[config.mk]
export PLATFORM = sky130hd
export DESIGN_NAME = uart_rx_os16
export DESIGN_NICKNAME = d
export VERILOG_FILES = /design/src/rtl/uart_rx_os16.sv
export SDC_FILE = /design/constraint.sdc
export NUM_CORES = 1
export LEC_CHECK = 0
export ABC_AREA = 1
export CORE_UTILIZATION = 40
export CTS_BUF_LIST = sky130_fd_sc_hd__clkbuf_16
export DETAILED_ROUTE_END_ITERATION = 12
export GPL_ROUTABILITY_DRIVEN = 0
export PLACE_DENSITY = 0.63
export SLEW_MARGIN = 10
export SYNTH_ARGS = -nofsm -noshare
export SYNTH_HDL_FRONTEND = slang
export SYNTH_SLANG_ARGS = --single-unit
[constraint.sdc]
create_clock -name Clk -period 1.7 [get_ports Clk]
set_input_delay 0.425 -clock Clk [delete_from_list [all_inputs] [get_ports Clk]]
set_output_delay 0.425 -clock Clk [all_outputs]
set_load 0.01 [all_outputs]
[src/rtl/uart_rx_os16.sv]
// uart_rx_os16: 16x oversampling UART receiver with majority-vote bit
// sampling, optional parity, stop-bit check and a Valid/Ack output holder.
module uart_rx_os16 #(
  parameter int TICK_DIV   = 326,
  parameter bit PARITY_EN  = 1'b1,
  parameter bit PARITY_ODD = 1'b0
) (
  input  logic       Clk,
  input  logic       Rst,
  input  logic       DSin,
  input  logic       Ack,
  output logic [7:0] DPout,
  output logic       Valid,
  output logic       Reading,
  output logic       FrameErr,
  output logic       ParityErr,
  output logic       Overrun,
  output logic [2:0] dbg_state_o
);

  localparam int CW = (TICK_DIV > 2) ? $clog2(TICK_DIV) : 1;
  localparam logic [CW-1:0] TICK_LAST = CW'(TICK_DIV - 1);

  typedef enum logic [2:0] {
    IDLE      = 3'd0,
    START     = 3'd1,
    DATA      = 3'd2,
    PARITY    = 3'd3,
    STOP      = 3'd4,
    WAIT_HIGH = 3'd5
  } state_t;

  state_t        state_q, state_d;
  logic          ds_m_q, ds_s_q;
  logic [1:0]    fill_q, fill_d;
  logic          arm_q, arm_d;
  logic [CW-1:0] tick_cnt_q, tick_cnt_d;
  logic [3:0]    phase_q, phase_d;
  logic          s7_q, s7_d, s8_q, s8_d;
  logic [2:0]    bit_cnt_q, bit_cnt_d;
  logic [7:0]    shift_q, shift_d;
  logic          par_bit_q, par_bit_d;
  logic          reading_q, reading_d;
  logic          valid_q, valid_d;
  logic [7:0]    dpout_q, dpout_d;
  logic          ferr_q, ferr_d;
  logic          perr_q, perr_d;
  logic          ovr_q, ovr_d;

  logic tick, sample_pt, end_pt, maj, complete, perr_calc;

  assign tick      = (tick_cnt_q == TICK_LAST);
  assign sample_pt = tick && (phase_q == 4'd9);
  assign end_pt    = tick && (phase_q == 4'd15);
  // Majority of the phase 7, 8 and 9 samples; the phase 9 sample is live.
  assign maj       = (s7_q & s8_q) | (s7_q & ds_s_q) | (s8_q & ds_s_q);
  assign perr_calc = PARITY_EN ? (((^shift_q) ^ par_bit_q) != PARITY_ODD) : 1'b0;

  // Two-flop synchronizer for the asynchronous serial line, idle-high.
  always_ff @(posedge Clk) begin
    if (!Rst) begin
      ds_m_q <= 1'b1;
      ds_s_q <= 1'b1;
    end else begin
      ds_m_q <= DSin;
      ds_s_q <= ds_m_q;
    end
  end

  // Next-state logic: FSM, bit timing, shift register and output holder.
  // Handshake: Valid rises when a byte is loaded and holds DPout and the
  // flags stable until an edge with Ack = 1 and Valid = 1; Ack while Valid = 0
  // has no effect. A completing frame on an acknowledging edge is loaded.
  always_comb begin
    state_d    = state_q;
    fill_d     = {fill_q[0], 1'b1};
    arm_d      = arm_q | (fill_q[1] & ds_s_q);
    tick_cnt_d = tick ? '0 : tick_cnt_q + 1'b1;
    phase_d    = tick ? phase_q + 4'd1 : phase_q;
    s7_d       = (tick && phase_q == 4'd7) ? ds_s_q : s7_q;
    s8_d       = (tick && phase_q == 4'd8) ? ds_s_q : s8_q;
    bit_cnt_d  = bit_cnt_q;
    shift_d    = shift_q;
    par_bit_d  = par_bit_q;
    reading_d  = reading_q;
    valid_d    = valid_q;
    dpout_d    = dpout_q;
    ferr_d     = ferr_q;
    perr_d     = perr_q;
    ovr_d      = ovr_q;
    complete   = 1'b0;

    case (state_q)
      IDLE: begin
        phase_d   = 4'd0;
        bit_cnt_d = 3'd0;
        // A start is only accepted once the line has been seen high.
        if (arm_q && !ds_s_q) state_d = START;
        else                  tick_cnt_d = '0;
      end
      START: begin
        if (sample_pt) begin
          if (maj) state_d = IDLE;
          else     reading_d = 1'b1;
        end
        if (end_pt) state_d = DATA;
      end
      DATA: begin
        if (sample_pt) shift_d = {maj, shift_q[7:1]};
        if (end_pt) begin
          if (bit_cnt_q == 3'd7) state_d = PARITY_EN ? PARITY : STOP;
          else                   bit_cnt_d = bit_cnt_q + 3'd1;
        end
      end
      PARITY: begin
        if (sample_pt) par_bit_d = maj;
        if (end_pt)    state_d = STOP;
      end
      STOP: begin
        if (sample_pt) begin
          complete  = 1'b1;
          reading_d = 1'b0;
          state_d   = maj ? IDLE : WAIT_HIGH;
        end
      end
      WAIT_HIGH: begin
        tick_cnt_d = '0;
        phase_d    = 4'd0;
        if (ds_s_q) state_d = IDLE;
      end
      default: state_d = IDLE;
    endcase

    if (Ack && valid_q) begin
      valid_d = 1'b0;
      ferr_d  = 1'b0;
      perr_d  = 1'b0;
      ovr_d   = 1'b0;
    end
    if (complete) begin
      if (!valid_q || Ack) begin
        valid_d = 1'b1;
        dpout_d = shift_q;
        ferr_d  = !maj;
        perr_d  = perr_calc;
        ovr_d   = 1'b0;
      end else begin
        ovr_d   = 1'b1;
      end
    end
  end

  // State register for the FSM, counters and held outputs.
  always_ff @(posedge Clk) begin
    if (!Rst) begin
      state_q    <= IDLE;
      fill_q     <= 2'b00;
      arm_q      <= 1'b0;
      tick_cnt_q <= '0;
      phase_q    <= 4'd0;
      s7_q       <= 1'b0;
      s8_q       <= 1'b0;
      bit_cnt_q  <= 3'd0;
      shift_q    <= 8'd0;
      par_bit_q  <= 1'b0;
      reading_q  <= 1'b0;
      valid_q    <= 1'b0;
      dpout_q    <= 8'd0;
      ferr_q     <= 1'b0;
      perr_q     <= 1'b0;
      ovr_q      <= 1'b0;
    end else begin
      state_q    <= state_d;
      fill_q     <= fill_d;
      arm_q      <= arm_d;
      tick_cnt_q <= tick_cnt_d;
      phase_q    <= phase_d;
      s7_q       <= s7_d;
      s8_q       <= s8_d;
      bit_cnt_q  <= bit_cnt_d;
      shift_q    <= shift_d;
      par_bit_q  <= par_bit_d;
      reading_q  <= reading_d;
      valid_q    <= valid_d;
      dpout_q    <= dpout_d;
      ferr_q     <= ferr_d;
      perr_q     <= perr_d;
      ovr_q      <= ovr_d;
    end
  end

  assign DPout       = dpout_q;
  assign Valid       = valid_q;
  assign Reading     = reading_q;
  assign FrameErr    = ferr_q;
  assign ParityErr   = perr_q;
  assign Overrun     = ovr_q;
  assign dbg_state_o = state_q;

endmodule
==> impl_metrics.env <==
export IMPL_synth_commonest_cells="nand2_1 (86), dfxtp_1 (48), nor2_1 (36)"
export IMPL_grt_overflow=0
export IMPL_antenna_cells=0
export IMPL_relSlewSlack_pct=77.8
export IMPL_synthFlopType="dfxtp_1"
export IMPL_avgSynthCellArea_um2=7.14
export IMPL_layout_nets=361
export IMPL_grt_max_degree=20
export IMPL_yosysMostFrequentCell="nand2_1"
export IMPL_dr_first_iter_drc_count=98
export IMPL_drv_cap=0
export IMPL_synthTopCellsByArea="dfxtp_1 (43%), nand2_1 (14%), a21oi_1 (6.7%)"
export IMPL_cts_tree="built"
export IMPL_mappedNetlistArea_mm2=0.00225
export IMPL_clockBufferDepth=2
export IMPL_power_density_mw_per_mm2=1160
export IMPL_cp_required_ps=1270
export IMPL_drtAntennaViolNets=0
export IMPL_drive_gt1_share_pct=13.4
export IMPL_core_area_mm2=0.00527
export IMPL_hold_buffers=0
export IMPL_post_dp_hpwl_mm=3.28
export IMPL_ir_drop_mv=0.868
export IMPL_max_slew_worst_pin_slew_ps=331
export IMPL_slew_viol_final=0
export IMPL_gr_usage_all_layers_pct=16.7
export IMPL_start_kind="flop"
export IMPL_clock_skew_ps=5.46
export IMPL_clock_root_buffer="clkbuf_16"
export IMPL_hold_path_class="flop to flop"
export IMPL_clk_latency_ps=280
export IMPL_drc_errors=0
export IMPL_yosys_area_top_type_share_pct=42.7
export IMPL_max_freq_ghz=0.609
export IMPL_routed_via_count=1963
export IMPL_grt_antenna_before_repair=0
export IMPL_htree_levels=2
export IMPL_yosysTopAreaCell="dfxtp_1"
export IMPL_synthArstFlopShare_pct=0
export IMPL_cp_slowest_stage_delay_ps=560
export IMPL_syn_to_final_growth_pct=24.2
export IMPL_power_leakage_uw=0.00121
export IMPL_die_x_um=77.0
export IMPL_endpoint_kind="output pin"
export IMPL_wirelength_mm=4.43
export IMPL_cp_slowest_cell="clkdlybuf4s50_1"
export IMPL_ys_seq_area_share_pct=42.7
export IMPL_period_needed_ps=1640
export IMPL_wl_met2_mm=1.92
export IMPL_synth_cell_types=31
export IMPL_routed_via_density=4.66
export IMPL_path_max_fanout=6
export IMPL_drt_pass1_iter_count=4
export IMPL_synth_edf_count=0
export IMPL_dieArea_mm2=0.00593
export IMPL_fin_tns_setup_ps=0
export IMPL_synth_seq_cells=48
export IMPL_path_buf_inv=1
export IMPL_critPathKind="flop to output pin"
export IMPL_wl_per_cell_um=10.5
export IMPL_portBuffers=19
export IMPL_cp_cell_sequence="clkdlybuf4s50_1"
export IMPL_synth_fp_nets=326
export IMPL_arrival_ps=1220
export IMPL_io_pins=20
export IMPL_met3_length_um=95
export IMPL_num_rows=26
export IMPL_clk_pin_slew_ps=60
export IMPL_hold_viol=0
export IMPL_rsz0062_at_grt="yes"
export IMPL_cts_made_buffers=5
export IMPL_first_global_vias=1833
export IMPL_cp_top_family="buffers and inverters"
export IMPL_outcome="finished clean"
export IMPL_ys_warn_count=0
export IMPL_finalSetupViolations=0
export IMPL_dr_max_layer_used="met4"
export IMPL_cts_sinks=48
export IMPL_initial_core_util_pct=42.7
export IMPL_final_core_util_pct=53.0
export IMPL_wl_met1_mm=2.36
export IMPL_die_h_um=77.0
export IMPL_synth_cells=315
export IMPL_min_period_over_period_pct=96.6
export IMPL_grt_first_pass_wirelength_mm=8.04
-- flip-flops by register name (all words and copies together) (netlist names), 2 cells and up --
register     flops
phase_q          4
shift_q          8
DPout            8
dbg_state_o      3
bit_cnt_q        3
tick_cnt_q       9
fill_q           2
-- worst min-delay path, delay by kind of cell, from the launching register on --
kind                   cells  cell delay (ps)
AND/OR/NAND/NOR            1               50
flip-flops                 1              310
buffers and inverters      1               40
-- cell usage in the layout, fill, tap and decap left out, types with 2 or more instances in the layout --
master,n
nand2_2,3
nor3_2,2
a21oi_1,30
xnor2_1,2
dfxtp_1,45
clkdlybuf4s50_1,17
buf_4,14
or2_2,3
nand3_1,12
inv_1,35
nand3b_1,2
o21a_1,2
ha_1,7
dlymetal6s2s_1,2
dfxtp_2,3
nor2_2,4
nor2_4,3
inv_2,4
nor3_1,7
o21ai_0,12
xor2_1,2
nor3b_1,3
nor2_1,35
clkbuf_16,5
nand2_1,85
-- cell type report --
type / count / area (µm²)
Clock buffer: 5 / 125
Sequential cell: 48 / 965
Timing Repair Buffer: 33 / 300
Clock inverter: 3 / 38.8
Tap cell: 70 / 87.6
Inverter: 39 / 149
Fill cell: 535 / 2480
Multi-Input combinational cell: 223 / 1130
-- logic make-up after synthesis --
logic type                 count (synthesis)  share of synthesized area, %
DFF                                       48                          42.7
AOI/OAI and AO/OA                         48                          11.4
adders and majority gates                  7                          3.90
and+or+nand+nor                          164                          32.6
xor gates and xnor gates                   4                          1.56
buffers and inverters                     44                          7.85
-- final timing paths --
| path | start | end | slack (ps) | cells past startpoint |
|---|---|---|---|---|
| worst max-delay path | dbg_state_o[1] | dbg_state_o[1] | 60 | 1 |
| worst min-delay path | fill_q[0] | fill_q[1] | 410 | 2 |
| worst max register to register | tick_cnt_q[1] | dbg_state_o[0] | 110 | 11 |
| worst min register to register | fill_q[0] | fill_q[1] | 410 | 2 |
-- routing by layer --
layer	vias to the layer above	global-route usage [%]
met5	-	0
met4	0	7.55
met3	4	2.38
met2	23	24.9
met1	866	23.7
li1	1070	-
-- power by group --
part           switching, µW  internal, µW
registers               88.5          1210
logic                    526           339
clock network            397           686
-- through the flow --
| stage | hold slack [ps] | total power (µW) | std cells | cell area, µm² | worst slack, ps |
|---|---|---|---|---|---|
| finish | 411 | 3250 | 421 | 2790 | 57.1 |
| global route | 434 | 3500 | 421 | 2790 | -71.0 |
| CTS | 416 | 3280 | 421 | 2770 | 14.8 |
| detailed placement | 401 | 2180 | 413 | 2600 | 65.6 |
| global placement | 395 | 2170 | 413 | 2600 | 107 |
| floorplan | 390 | 1920 | 315 | 2250 | 255 |
-- repair_timing --
item | CTS | global route
setup endpoints to repair | 3 | 22
resized for setup | 3 | 7
pin swaps | 0 | 0
buffers inserted | 0 | 0
(Power assumes the default switching activity.)
